$ cat src/rtl/fifo_rd_prefetch.sv
// Read-prefetching FIFO controller around an external dual-port RAM with a
// one-cycle registered read port; a 2-entry head/skid buffer hides that latency.
module fifo_rd_prefetch #(
  parameter int DATA_WIDTH = 2,
  parameter int ADDR_WIDTH = 5
) (
  input  logic                  clk,
  input  logic                  rst_n,
  input  logic                  s_valid,
  output logic                  s_ready,
  input  logic [DATA_WIDTH-1:0] s_data,
  output logic                  m_valid,
  input  logic                  m_ready,
  output logic [DATA_WIDTH-1:0] m_data,
  output logic                  ram_we,
  output logic [ADDR_WIDTH-1:0] ram_waddr,
  output logic [DATA_WIDTH-1:0] ram_wdata,
  output logic [ADDR_WIDTH-1:0] ram_raddr,
  input  logic [DATA_WIDTH-1:0] ram_rdata,
  output logic [ADDR_WIDTH+1:0] level
);

  logic [ADDR_WIDTH-1:0] wr_ptr_q, wr_ptr_d;
  logic [ADDR_WIDTH-1:0] rd_ptr_q, rd_ptr_d;
  logic [ADDR_WIDTH:0]   ram_count_q, ram_count_d;
  logic                  inflight_q, inflight_d;
  logic [1:0]            buf_count_q, buf_count_d;
  logic [DATA_WIDTH-1:0] head_q, head_d;
  logic [DATA_WIDTH-1:0] skid_q, skid_d;

  logic       push;
  logic       pop;
  logic       rd_issue;
  logic [1:0] occ_after_pop;
  logic [1:0] cnt_shift;

  // RAM holds D words exactly when the count MSB is set.
  assign s_ready = rst_n & ~ram_count_q[ADDR_WIDTH];
  assign m_valid = (buf_count_q != 2'd0);
  assign m_data  = head_q;

  assign push = s_valid & s_ready;
  assign pop  = m_valid & m_ready;

  // Buffer + in-flight never exceeds 2, so this cannot overflow 2 bits.
  assign occ_after_pop = buf_count_q + {1'b0, inflight_q} - {1'b0, pop};
  assign rd_issue      = (ram_count_q != '0) && (occ_after_pop < 2'd2);

  assign ram_we    = push;
  assign ram_waddr = wr_ptr_q;
  assign ram_wdata = push ? s_data : '0;
  assign ram_raddr = rd_ptr_q;

  assign level = {1'b0, ram_count_q}
               + {{(ADDR_WIDTH+1){1'b0}}, inflight_q}
               + {{ADDR_WIDTH{1'b0}}, buf_count_q};

  always_comb begin
    wr_ptr_d    = push     ? wr_ptr_q + ADDR_WIDTH'(1) : wr_ptr_q;
    rd_ptr_d    = rd_issue ? rd_ptr_q + ADDR_WIDTH'(1) : rd_ptr_q;
    ram_count_d = ram_count_q + {{ADDR_WIDTH{1'b0}}, push}
                              - {{ADDR_WIDTH{1'b0}}, rd_issue};
    inflight_d  = rd_issue;

    head_d      = head_q;
    skid_d      = skid_q;
    cnt_shift   = buf_count_q;
    buf_count_d = buf_count_q;

    // Pop shifts skid to head first; an arriving word then fills the first free slot.
    if (pop) begin
      head_d    = skid_q;
      cnt_shift = buf_count_q - 2'd1;
    end
    if (inflight_q) begin
      if (cnt_shift == 2'd0) head_d = ram_rdata;
      else                   skid_d = ram_rdata;
      buf_count_d = cnt_shift + 2'd1;
    end else begin
      buf_count_d = cnt_shift;
    end
  end

  always_ff @(posedge clk or negedge rst_n) begin
    if (!rst_n) begin
      wr_ptr_q    <= '0;
      rd_ptr_q    <= '0;
      ram_count_q <= '0;
      inflight_q  <= 1'b0;
      buf_count_q <= 2'd0;
      head_q      <= '0;
      skid_q      <= '0;
    end else begin
      wr_ptr_q    <= wr_ptr_d;
      rd_ptr_q    <= rd_ptr_d;
      ram_count_q <= ram_count_d;
      inflight_q  <= inflight_d;
      buf_count_q <= buf_count_d;
      head_q      <= head_d;
      skid_q      <= skid_d;
    end
  end

endmodule

$ cat config.mk
export PLATFORM = sky130hd
export DESIGN_NAME = fifo_rd_prefetch
export DESIGN_NICKNAME = d
export VERILOG_FILES = /design/src/rtl/fifo_rd_prefetch.sv
export SDC_FILE = /design/constraint.sdc
export NUM_CORES = 1
export LEC_CHECK = 0
export ABC_CLOCK_PERIOD_IN_PS = 7710
export CAP_MARGIN = 40
export CELL_PAD_IN_SITES_DETAIL_PLACEMENT = 1
export CELL_PAD_IN_SITES_GLOBAL_PLACEMENT = 2
export CORE_MARGIN = 4
export CORE_UTILIZATION = 34
export DETAILED_ROUTE_END_ITERATION = 6
export HOLD_SLACK_MARGIN = 0.06
export PLACE_DENSITY_LB_ADDON = 0.12
export SLEW_MARGIN = 20
export SYNTH_ARGS = -nofsm -noshare
export SYNTH_HDL_FRONTEND = slang
export SYNTH_SLANG_ARGS = --single-unit
$ cat constraint.sdc
create_clock -name clk -period 7.71 [get_ports clk]
set_input_delay 1.542 -clock clk [delete_from_list [all_inputs] [get_ports clk]]
set_output_delay 1.542 -clock clk [all_outputs]
set_load 0.03 [all_outputs]
## Word-level counts from Yosys, hierarchy flattened

Index checks and enable logic that the tools add are counted.

| operators by class | value |
|---|---|
| add/subtract/negate cells | 10 |
| reduce and logical (&&, ||, !) cells | 5 |
| multiplexer cells | 6 |
| bitwise logic cells | 5 |
| order comparisons | 1 |

Operator list:

| operator | number |
|---|---|
| 2-to-1 mux 2 bit | 6 |
| adder 5 x 1 -> 5 bit, second input constant | 2 |
| adder 6 x 1 -> 7 bit | 1 |
| adder 7 x 2 -> 7 bit | 1 |
| adder 6 x 1 -> 6 bit | 1 |
| nonzero test 6 bit | 1 |
| subtractor 6 x 1 -> 6 bit | 1 |
| AND 1 bit | 3 |
| adder 2 x 1 -> 2 bit | 1 |
| adder 2 x 1 -> 2 bit, second input constant | 1 |
| logical NOT 2 bit | 1 |
| less-than comparator 2 bit, second input constant | 1 |
| inverter 1 bit | 2 |
| AND reduction 2 bit | 1 |
| nonzero test 2 bit | 1 |
| subtractor 2 x 1 -> 2 bit | 1 |
| subtractor 2 x 1 -> 2 bit, second input constant | 1 |
| logical AND 1 bit | 1 |

| word-level totals | value |
|---|---|
| logic and storage cells | 34 |
| output and inout port bits | 24 |
| input port bits | 8 |
| flip-flop bits (word level) | 23 |

## Longest topological paths before layout

Gate-level depths: netlist of run 1.

| depth | value |
|---|---|
| depth after elaboration | 6 |
| depth in mapped cells | 18 |
| depth with buffers taken out | 18 |

## Worst setup path before layout of run 1

No wires, ideal clock.

| timing path | value |
|---|---|
| path kind | in2reg |
| from | input port m_ready |
| to | register ram_count_q[4] |
| cell stages on the path | 16 |
| arrival | 4.097 ns |
| path slack | 3.534 ns |
| buffers on the path | 0 |
| path through | nand2b_1 -> inv_1 -> ha_1 -> inv_1 -> ha_1 -> xor3_2 -> a41oi_4 -> ha_1 -> inv_1 -> ha_1 -> inv_1 -> fa_1 -> inv_1 -> a21oi_1 -> o21ai_0 -> xor2_1 |

| between the ends | value |
|---|---|
| word-level cells in the longest chain between the ends | 5 |

RTL lines:

| item | line | source |
|---|---|---|
| start, declared | 13 | `input logic m_ready,` |
| AND 1 bit | 43 | `assign pop = m_valid & m_ready;` |
| subtractor 2 x 1 -> 2 bit | 46 | `assign occ_after_pop = buf_count_q + {1'b0, inflight_q} - {1'b0, pop};` |
| less-than comparator 2 bit | 47 | `assign rd_issue = (ram_count_q != '0) && (occ_after_pop < 2'd2);` |
| logical AND 1 bit | 47 |  |
| via inflight_d | 26 | `logic inflight_q, inflight_d;` |
| subtractor 6 x 1 -> 6 bit | 62 | `- {{ADDR_WIDTH{1'b0}}, rd_issue};` |
| via ram_count_d[4] | 25 | `logic [ADDR_WIDTH:0] ram_count_q, ram_count_d;` |
| end signal, assigned | 96 | `ram_count_q <= ram_count_d;` |
| end, declared | 25 |  |

The timed path passes the listed nets, and every way through them passes these cells.
A chain may end at the register's enable or synchronous reset.

## Final worst setup path of run 1

| timing path | value |
|---|---|
| from | input port rst_n |
| to | output port ram_we |

| between the ends | value |
|---|---|
| word-level cells in the longest chain between the ends | 2 |

RTL lines:

| item | line | source |
|---|---|---|
| start, declared | 8 | `input logic rst_n,` |
| AND 1 bit | 38 | `assign s_ready = rst_n & ~ram_count_q[ADDR_WIDTH];` |
| AND 1 bit | 42 | `assign push = s_valid & s_ready;` |
| end, declared | 15 | `output logic ram_we,` |

Every way passes these cells.

==> reports/metrics.csv, run 1 <==
stage,metric,value,unit
run_status,outcome,completed,
sta,rsz0062_at_grt,no,
clocking,cts_hold_buf,0,
route,viasPerCell,4.59,
final_layout,area_delta_synth_final,30.4,%
synthesis,ys_seq_area_frac,0.417,
synthesis,ys_ff_latch,23,
final_layout,nFillCells,418,
floorplanning,io_pins,32,
clocking,htree_levels,1,
min_path,hold_path.class,reg -> reg,
final_layout,mostFrequentLayoutCell,clkdlybuf4s50_1,
clocking,cts_buffers,3,
floorplanning,initial_core_util,0.363,
clocking,clock_path_buffers,2,
final_layout,layout_common_cells,"clkdlybuf4s50_1, dfrtp_1, inv_1, ha_1, xnor2_1",
floorplanning,core_area,3800,sq um
final_layout,nets,188,
floorplanning,die_h,71.7,um
sta,tightestPinTransition,0.326,ns
clocking,cts.reportedPaths.clkPinSlew,0.08,ns
global_routing,grt_start_max_net_pins,25,
synthesis,synthAdderAreaFrac,0.207,
synthesis,synthCells,123,
sta,report.final.setup_viol,0,
route,drt_iter0_markers,18,
synthesis,synth_cell_types,24,
sta,hold_viol_final,0,
synthesis,ys_warn_count,0,
clocking,cts_resized,0,
route,wl_per_cell,12.7,um
sta,slew_viol_final,0,
clocking,cts_sinks,23,
synthesis,synth_compound_area_frac,0.0743,
run,cap_viol_max_count,0,
critical_path,critPathLaunchType,input port,
synthesis,syn_nets,152,
synthesis,avgSynthCellArea,11.2,sq um
global_routing,overflow,0,
clocking,postCtsSetupBuffers,0,
route,first_pass_iters,2,
floorplanning,dieArea,5140,sq um
clocking,cts_tree,done,
critical_path,cp_data_required_time,6.17,ns
sta,worst_slew_margin_rel,0.782,
synthesis,synth-xor-area-share,0.120,
route,finalWirelength,2.61,mm
final_layout,drive_gt1_frac,0.0696,
sta,fmax,193,MHz
synthesis,syn_area,1380,sq um
synthesis,synth_mux_area_frac,0.0471,
critical_path,endpoint_kind,output port,
placed_design,io_buffers,31,
sta,period_share,0.672,
floorplanning,rows,22,
global_routing,grt_pass1_wl,4.62,mm
synthesis,synth_top_family_by_area,adder cells,
sta,final.setup.tns,0,ns
clocking,clk_latency,0.26,ns
route,via_count,946,
final_layout,diodes,0,
critical_path,critical_path_class,in -> out,
global_routing,track_usage,0.110,
critical_path,cp_max_fo,24,
floorplanning,die_x,71.7,um
sta,fin_skew,0.00185,ns
global_routing,first_global_vias,1041,
placed_design,place_congestion,0.732,
route,drcViolationCount,0,
route,drt.antenna.violating_nets,0,
global_routing,antenna_found_initial,0,
sta,min_period,5.18,ns
placed_design,dp_hpwl,2.15,mm
synthesis,synth-simple-area-share,0.0771,
clocking,cts_root_buf,clkbuf_8,
critical_path,arrival,3.64,ns
worst max-delay path, stage by stage:
cell             delay (ns)
clkdlybuf4s50_1        0.45
buf_4                  0.29
nor2b_1                0.29
and2_1                 0.33
clkdlybuf4s50_1        0.73
through the flow:
stage	util	instances	hold slack [ns]	instance area, sq um	worst slack (ns)
3_5_place_dp	0.461	202	0.467	1750	2.48
5_1_grt	0.474	206	0.492	1800	2.36
2_1_floorplan	-	123	0.480	1380	3.53
6_report	0.474	206	0.483	1800	2.53
4_1_cts	0.474	206	0.486	1800	2.47
3_3_place_gp	0.461	202	0.467	1750	2.54
synthesized netlist by cell type:
cell | instances | share of area
nand2_1 | 5 | 0.014
dfrtp_1 | 23 | 0.42
and2_1 | 1 | 0.0045
a21oi_1 | 6 | 0.022
ha_1 | 18 | 0.16
o31ai_1 | 1 | 0.0054
xor3_2 | 1 | 0.018
xnor2_1 | 10 | 0.063
a41oi_4 | 1 | 0.020
and3_1 | 3 | 0.014
mux2_2 | 4 | 0.033
nor2b_1 | 2 | 0.0091
a211oi_1 | 1 | 0.0054
nand4_1 | 4 | 0.018
nand2b_1 | 1 | 0.0045
a21o_1 | 1 | 0.0054
nor2_1 | 5 | 0.014
o21ai_0 | 3 | 0.011
mux2i_1 | 2 | 0.015
inv_1 | 20 | 0.054
xor2_1 | 6 | 0.038
fa_1 | 3 | 0.044
buf_2 | 1 | 0.0036
o211ai_1 | 1 | 0.0054
state kept, by name, summed over array words and instances, names as in the netlist:
register     count
ram_count_q      6
ram_raddr        5
m_data           2
ram_waddr        5
skid_q           2
inflight_q       1
buf_count_q      2
final timing paths:
kind	startpoint	end	slack, ns	cells past startpoint
min	ram_raddr[4]	ram_raddr[4]	0.48	1
min reg2reg	ram_raddr[4]	ram_raddr[4]	0.48	1
min in group asynchronous	rst_n	ram_waddr[1]	1.62	2
max reg2reg	buf_count_q[1]	ram_count_q[4]	4.07	18
max in group asynchronous	rst_n	ram_raddr[3]	5.86	2
max	rst_n	ram_we	2.53	5
final cells by class:
class                      count  area, sq um  share of cell area
inverter                      20         75.1              0.0417
timing repair buffer          32          318               0.177
tap                           48         60.1              0.0334
clock buffer                   3         41.3              0.0229
sequential                    23          576               0.320
multi-input combinational     79          724               0.403
clock inverter                 1         5.00             0.00278
logic make-up after synthesis:
group	count (synthesis)
buffers and inverters	21
XOR/XNOR	17
flip-flops	23
multiplexers	6
AND/OR/NAND/NOR	21
AO/OA/AOI/OAI	14
adder cells (fa/ha/maj)	21
per-layer routing:
| metal | track usage | up-vias | part of all wire |
|---|---|---|---|
| met5 | 0 | - | 0 |
| met4 | 0.0313 | 0 | 0.0034 |
| met3 | 0.0196 | 2 | 0.041 |
| met2 | 0.195 | 20 | 0.49 |
| met1 | 0.137 | 446 | 0.46 |
| li1 | - | 478 | - |
Power of run 1 is not shown: default switching activity piles up to over one toggle a cycle in this logic, so the estimate is an artifact.
==> inputs of run 2 (changes only) <==
ABC_CLOCK_PERIOD_IN_PS = 4800   (was 7710)
CORE_UTILIZATION = 31   (was 34)
clock period = 4.8 ns   (was 7.71 ns; I/O delays follow)
==> reports/metrics.csv, run 2 (same netlist as run 1, synthesis figures left out) <==
stage,metric,value,unit
run_status,outcome,completed,
final_layout,final_core_util,0.417,
floorplanning,die_h,74.7,um
global_routing,grt-busiest-layer,met2,
placed_design,dpl_cell_area,1760,sq um
final_layout,diodes,0,
sta,final.setup.tns,0,ns
floorplanning,initial_core_util,0.319,
sta,period_share,0.821,
clocking,cts.reportedPaths.clkPinSlew,0.08,ns
global_routing,antenna_found_initial,0,
floorplanning,rows,24,
final_layout,drive_gt1_frac,0.0633,
floorplanning,die_x,74.7,um
final_layout,mostFrequentLayoutCell,clkdlybuf4s50_1,
global_routing,track_usage,0.115,
clocking,clk_latency,0.26,ns
critical_path,cp_top_family,adder cells,
clocking,cts_resized,0,
critical_path,arrival,4.13,ns
route,viasPerCell,4.55,
clocking,cts_hold_buf,0,
sta,setup_ws,0.858,ns
final_layout,nets,188,
sta,worst_slew_margin_rel,0.781,
critical_path,critical_path_class,in -> reg,
critical_path,path_cells,clkdlybuf4s50_1 -> nand2b_1 -> inv_1 -> ha_1 -> inv_1 -> ha_1 -> xor3_2 -> a41oi_4 -> ha_1 -> inv_1 -> ha_1 -> inv_1 -> fa_1 -> inv_1 -> a21oi_1 -> o21ai_0 -> xor2_1,
final_layout,area_delta_synth_final,30.6,%
clocking,htree_levels,1,
clocking,clock_path_buffers,2,
final_layout,finalInstanceArea,1800,sq um
sta,tightestPinTransition,0.327,ns
route,via_count,955,
sta,report.final.setup_viol,0,
final_layout,nFillCells,497,
route,drcViolationCount,0,
critical_path,cp.buffers_inverters,6,
final_layout,layout_common_cells,"clkdlybuf4s50_1, dfrtp_1, inv_1, ha_1, xnor2_1",
placed_design,io_buffers,31,
global_routing,met2_usage,0.212,
clocking,cts_buffers,3,
clocking,cts_sinks,23,
run,cap_viol_max_count,0,
sta,hold_viol_final,0,
route,first_pass_iters,4,
placed_design,place_congestion,0.734,
sta,slew_viol_final,0,
sta,fin_skew,0.00264,ns
placed_design,preCtsSetupSlack,0.517,ns
floorplanning,core_area,4320,sq um
final_layout,seq_area,576,sq um
critical_path,cp_data_required_time,4.99,ns
route,drt_iter0_markers,50,
floorplanning,dieArea,5580,sq um
route,finalWirelength,2.82,mm
critical_path,endpoint_kind,flip-flop,
critical_path,cp_max_fo,7,
sta,rsz0062_at_grt,no,
sta,min_period,3.94,ns
critical_path,slowest_stage,clkdlybuf4s50_1,
critical_path,critPathLaunchType,input port,
clocking,cts_root_buf,clkbuf_8,
global_routing,first_global_vias,1074,
min_path,hold_path.class,reg -> reg,
final_layout,multi_input_area,724,sq um
sta,fmax,254,MHz
critical_path,slowest_delay,0.40,ns
clocking,postCtsSetupBuffers,0,
global_routing,use_met1,0.131,
global_routing,grt_start_max_net_pins,24,
final_layout,top_register,ram_count_q,
global_routing,use_met3,0.0200,
route,wl_per_cell,13.4,um
floorplanning,io_pins,32,
global_routing,grt_pass1_wl,4.80,mm
route,drt.antenna.violating_nets,0,
clocking,cts_tree,done,
placed_design,dp_hpwl,2.30,mm
final_layout,largest_reg_flops,6,
critical_path,cp_common_cell,inv_1,
global_routing,overflow,0,
==> run 2: cell count changes in the layout (fill, tap and decap cells not counted), sizes merged <==
cell    delta
clkbuf     +1
clkinv     -1
==> run 2: stage by stage <==
step / instances / hold slack [ns]
after floorplan: 123 / 0.480
after global placement: 206 / 0.463
after detailed placement: 206 / 0.466
after CTS: 210 / 0.481
after global routing: 210 / 0.511
final: 210 / 0.478
==> run 2: path summary, 6_finish.rpt <==
check                          startpoint        endpoint  slack (ns)  cells after the start
setup / recovery                  m_ready  ram_count_q[4]        0.86                     17
hold / removal               ram_raddr[4]    ram_raddr[4]        0.48                      1
setup reg to reg           buf_count_q[1]  ram_count_q[4]        1.25                     18
hold reg to reg              ram_raddr[4]    ram_raddr[4]        0.48                      1
max in group asynchronous           rst_n    ram_waddr[1]        3.44                      2
min in group asynchronous           rst_n       m_data[1]        1.12                      2
==> run 2: area by class of cell <==
cell class,instances,share of cell area
Multi-Input combinational cell,79,0.402
Clock buffer,4,0.0250
Timing Repair Buffer,32,0.176
Inverter,20,0.0416
Sequential cell,23,0.319
Tap cell,52,0.0361
==> run 2: metal layers <==
metal / part of all wire / vias up
li1: - / 472
met1: 0.43 / 462
met2: 0.52 / 19
met3: 0.038 / 2
met4: 0.0081 / 0
met5: 0 / -
Power of run 2 is left out for the same reason.
==> patch 1: new RTL, flow settings as in run 2 <==
Reset style: synchronous (`rst_n`), changed in one clocked block.
--- a/src/rtl/fifo_rd_prefetch.sv
+++ b/src/rtl/fifo_rd_prefetch.sv
@@ -82,5 +82,5 @@
   end
 
-  always_ff @(posedge clk or negedge rst_n) begin
+  always_ff @(posedge clk) begin
     if (!rst_n) begin
       wr_ptr_q    <= '0;
Behaviour: differs if rst_n is asserted again (counterexample within 4 cycles, from zero or initial values and one cycle with rst_n low); with rst_n held inactive, the same outputs for 10 cycles.
==> patch 1 against run 2 <==
- sequential cell count unchanged
- worst setup slack better by 0.0049 ns
- area after synthesis up 0.82%
- utilization down 0.17 points
- design area up 0.28%
- via count up 19%
- routed wire length up 10%
==> patch 1: results (changes against run 2) <==
metric;value;unit;change
timing.hold.ws;0.499;ns;+0.0211 ns
hold_path_class;reg -> reg;;
routed_wirelength;3110;microns;+10%
r2r_start;buf_count_q[1];;
final_layout_size_suffix_gt1_share;5.85;%;-0.48 points
slew-limit-headroom;76.9;%;-1.2 points
cts-root-buf;clkbuf_8;;
outcome;finished, final reports clean;;
whs_endpoint;skid_q[0];;
antenna_found_initial;0;;unchanged
largest_reg_flops;6;;unchanged
diodes;0;;unchanged
r2r_slack;1.30;ns;+0.05 ns
path_clk_slew;0.09;ns;
yosysUniqueCellTypes;34;;+42%
syn_nets;184;;+21%
top_register;ram_count_q;;
r2r_end;ram_count_q[4];;
cp_top_family;adder cells;;
fin_nets;218;;+16%
cts_htree_levels;1;;unchanged
setup_violations;0;;unchanged
slowest_delay;0.42;ns;+0.02 ns
hold_depth;2;;+1
drtIter0Drc;35;;-30%
viasPerCell;4.74;;+4.2%
fillers;513;;+3.2%
yosys-top-cells-area;dfxtp_1 33%, ha_1 16%, xnor2_1 5.7%;;
crit_slowest_cell;clkdlybuf4s50_1;;
worstSetupStartpoint;m_ready;;
gp_congestion;0.693;;-5.6%
finClkSkew;0.00717;ns;+0.00453 ns
yosys-top-cells-count;23 x dfxtp_1, 19 x inv_1, 18 x ha_1;;
crit_arrival;4.09;ns;-0.04 ns
async_reset_ff_share;0;%;-100 points
first_pass_iters;2;;-2
postCtsHoldBufs;0;;unchanged
grt_max_degree;22;;-8.3%
hpwl;2400;microns;+4.5%
grt_pass1_wl;5150;microns;+7.3%
p_leak;0.779;nW;
track_usage;11.9;%;+0.42 points
reg2regPathDepth;18;;unchanged
crit_fanout;6;;-1
postCtsSetupRepairBufs;0;;unchanged
cts_buffers;3;;unchanged
min-delay-start;skid_q[0];;
drv_cap;0;;unchanged
ys_seq_area_share;33.1;%;-8.6 points
grt_pass1_vias;1165;;+8.5%
==> patch 1: cells by family after synthesis <==
family / synth area share (%)
DFF: 33.1
muxes: 1.44
AOI/OAI and AO/OA: 9.44
adders and majority gates: 20.5
xor gates and xnor gates: 10.6
buffers and inverters: 6.03
and+or+nand+nor: 18.9
==> patch 1: how the worst max path moves through the flow <==
stage / to / slack, ns / cells after the start
floorplan: ram_count_q[4] / 1.26 / 16
global placement: ram_count_q[4] / 0.70 / 17
detailed placement: ram_count_q[4] / 0.55 / 17
CTS: ram_count_q[4] / 0.83 / 17
global route: ram_count_q[4] / 0.64 / 17
finish: ram_count_q[4] / 0.86 / 17
==> patch 1: report_power, final <==
| group | internal, mW | switching (mW) |
|---|---|---|
| sequential | 0.250 | 0.0599 |
| clock | 0.0581 | 0.0662 |
| combinational | 0.360 | 0.459 |
| total | 0.668 | 0.585 |
==> patch 1: stage by stage <==
stage	instances	power, mW	area (sq um)	worst slack (ns)
detailed placement	236	1.14	1760	0.550
CTS	240	1.28	1810	0.827
global placement	236	1.12	1760	0.696
global route	240	1.37	1810	0.644
floorplan	155	0.898	1390	1.26
finish	240	1.25	1810	0.863
==> patch 1: final cells by class <==
cell class | instances | area (sq um) | share of cell area, %
well taps | 52 | 65.1 | 3.60
clock buffers | 3 | 41.3 | 2.28
flip-flops and latches | 23 | 460 | 25.5
repair buffers | 32 | 318 | 17.6
clock inverters | 1 | 5.00 | 0.277
inverters | 19 | 71.3 | 3.94
multi-input cells | 110 | 847 | 46.9
==> patch 1: layer usage <==
metal | up-vias | share of wire, % | global-route usage, %
met5 | - | 0 | 0
met4 | 0 | 1.4 | 4.55
met3 | 4 | 5.5 | 3.34
met2 | 26 | 46 | 19.8
met1 | 526 | 48 | 14.6
li1 | 581 | - | -
==> patch 2: new RTL, settings of run 2 <==
Made on the original files. Set the parameter `DATA_WIDTH` to 4 (it was 2).
--- a/src/rtl/fifo_rd_prefetch.sv
+++ b/src/rtl/fifo_rd_prefetch.sv
@@ -2,5 +2,5 @@
 // one-cycle registered read port; a 2-entry head/skid buffer hides that latency.
 module fifo_rd_prefetch #(
-  parameter int DATA_WIDTH = 2,
+  parameter int DATA_WIDTH = 4,
   parameter int ADDR_WIDTH = 5
 ) (
Ports: changed (resized m_data, ram_rdata, ram_wdata and s_data); port bits go from 32 to 40. The function was not compared with the original's and may differ.
==> patch 2 against run 2 <==
- routed wire length rose by 20%
- worst setup slack worse by 0.15 ns
- sequential cell count rose by 4
- design area up 15%
- non-clock buffer count grew 8
- area after synthesis grew 13%
- critical path depth unchanged
Power is left out: the tool's default activity adds up to more than one toggle a clock period on the data nets, which glitch-free logic cannot reach.
==> patch 2: results (changes against run 2) <==
metric;value;unit;change
place_area;0.00203;sq mm;+16%
path_clk_slew;0.09;ns;
ys_seq_area_share;43.2;%;+1.5 points
fin_nets;214;;+14%
track_usage;12.3;%;+0.74 points
grt_pass1_vias;1266;;+18%
outcome;finished, final reports clean;;
fillers;562;;+13%
yosys-top-cells-area;dfrtp_1 43%, ha_1 14%, xnor2_1 5.6%;;
finClkSkew;0.0157;ns;+0.0130 ns
port-buffer-count;39;;+26%
whs_endpoint;ram_waddr[4];;
gp_congestion;0.713;;-2.8%
crit_arrival;4.29;ns;+0.16 ns
yosys-top-cells-count;27 x dfrtp_1, 20 x inv_1, 18 x ha_1;;
syn_nets;172;;+13%
grt_max_degree;28;;+17%
r2r_slack;1.02;ns;-0.23 ns
final_layout_size_suffix_gt1_share;7.22;%;+0.89 points
timing.hold.ws;0.474;ns;-0.00360 ns
slew-limit-headroom;72.5;%;-5.6 points
yosysUniqueCellTypes;25;;+4.2%
grt_pass1_wl;6060;microns;+26%
routed_wirelength;3400;microns;+20%
vias;1107;;+16%
top_register;ram_count_q;;
clkLatencyLatePin;0.28;ns;+0.02 ns
hpwl;2740;microns;+19%
min-delay-start;ram_waddr[4];;
patch 2: cell families (layout without fill, tap and decap cells):
family / Yosys count / count (layout) / synth area share (%)
mux: 10 / 10 / 6.89
fa+ha+maj: 21 / 21 / 18.3
simple gates: 25 / 25 / 8.25
xor+xnor: 17 / 17 / 10.6
buf+inv: 23 / 64 / 5.60
flops: 27 / 27 / 43.2
compound gates: 16 / 16 / 7.21
patch 2: critical path: stages:
cell and delay, ns:
clkdlybuf4s50_1 0.40, nand2b_1 0.28, inv_1 0.09, ha_1 0.31, inv_1 0.07, ha_1 0.14, xor3_2 0.27, a41oi_4 0.30
ha_1 0.30, inv_1 0.06, ha_1 0.17, inv_1 0.06, fa_1 0.40, inv_1 0.07, a21oi_1 0.06, o21ai_0 0.19
xor2_1 0.16
patch 2: worst max path at each step:
stage | end | slack [ns] | depth (start not counted)
floorplan | ram_count_q[4] | 1.02 | 17
global placement | ram_count_q[4] | 0.51 | 17
detailed placement | ram_count_q[4] | 0.37 | 17
CTS | ram_count_q[4] | 0.64 | 17
global route | ram_count_q[4] | 0.43 | 17
finish | ram_count_q[4] | 0.71 | 17
patch 2: final cells by class:
class	count	area, sq um	area share (%)
clock buffer	3	41.3	1.98
clock inverter	1	7.51	0.361
inverter	20	75.1	3.61
multi-input combinational	89	800	38.4
sequential	27	676	32.5
tap	67	83.8	4.03
timing repair buffer	40	398	19.1
patch 2: per-layer routing:
metal	part of all wire, %	track usage, %	routed length, microns
met4	0.94	3.09	32
met3	3.7	2.27	125
met1	44	15.3	1480
met2	52	21.8	1760
met5	0	0	0
patch 2: per-stage QoR:
stage,instances,util [%],setup slack (ns)
floorplan,139,-,1.02
global placement,243,42.2,0.506
detailed placement,243,42.2,0.365
CTS,247,43.2,0.644
global route,247,43.2,0.432
finish,247,43.2,0.705
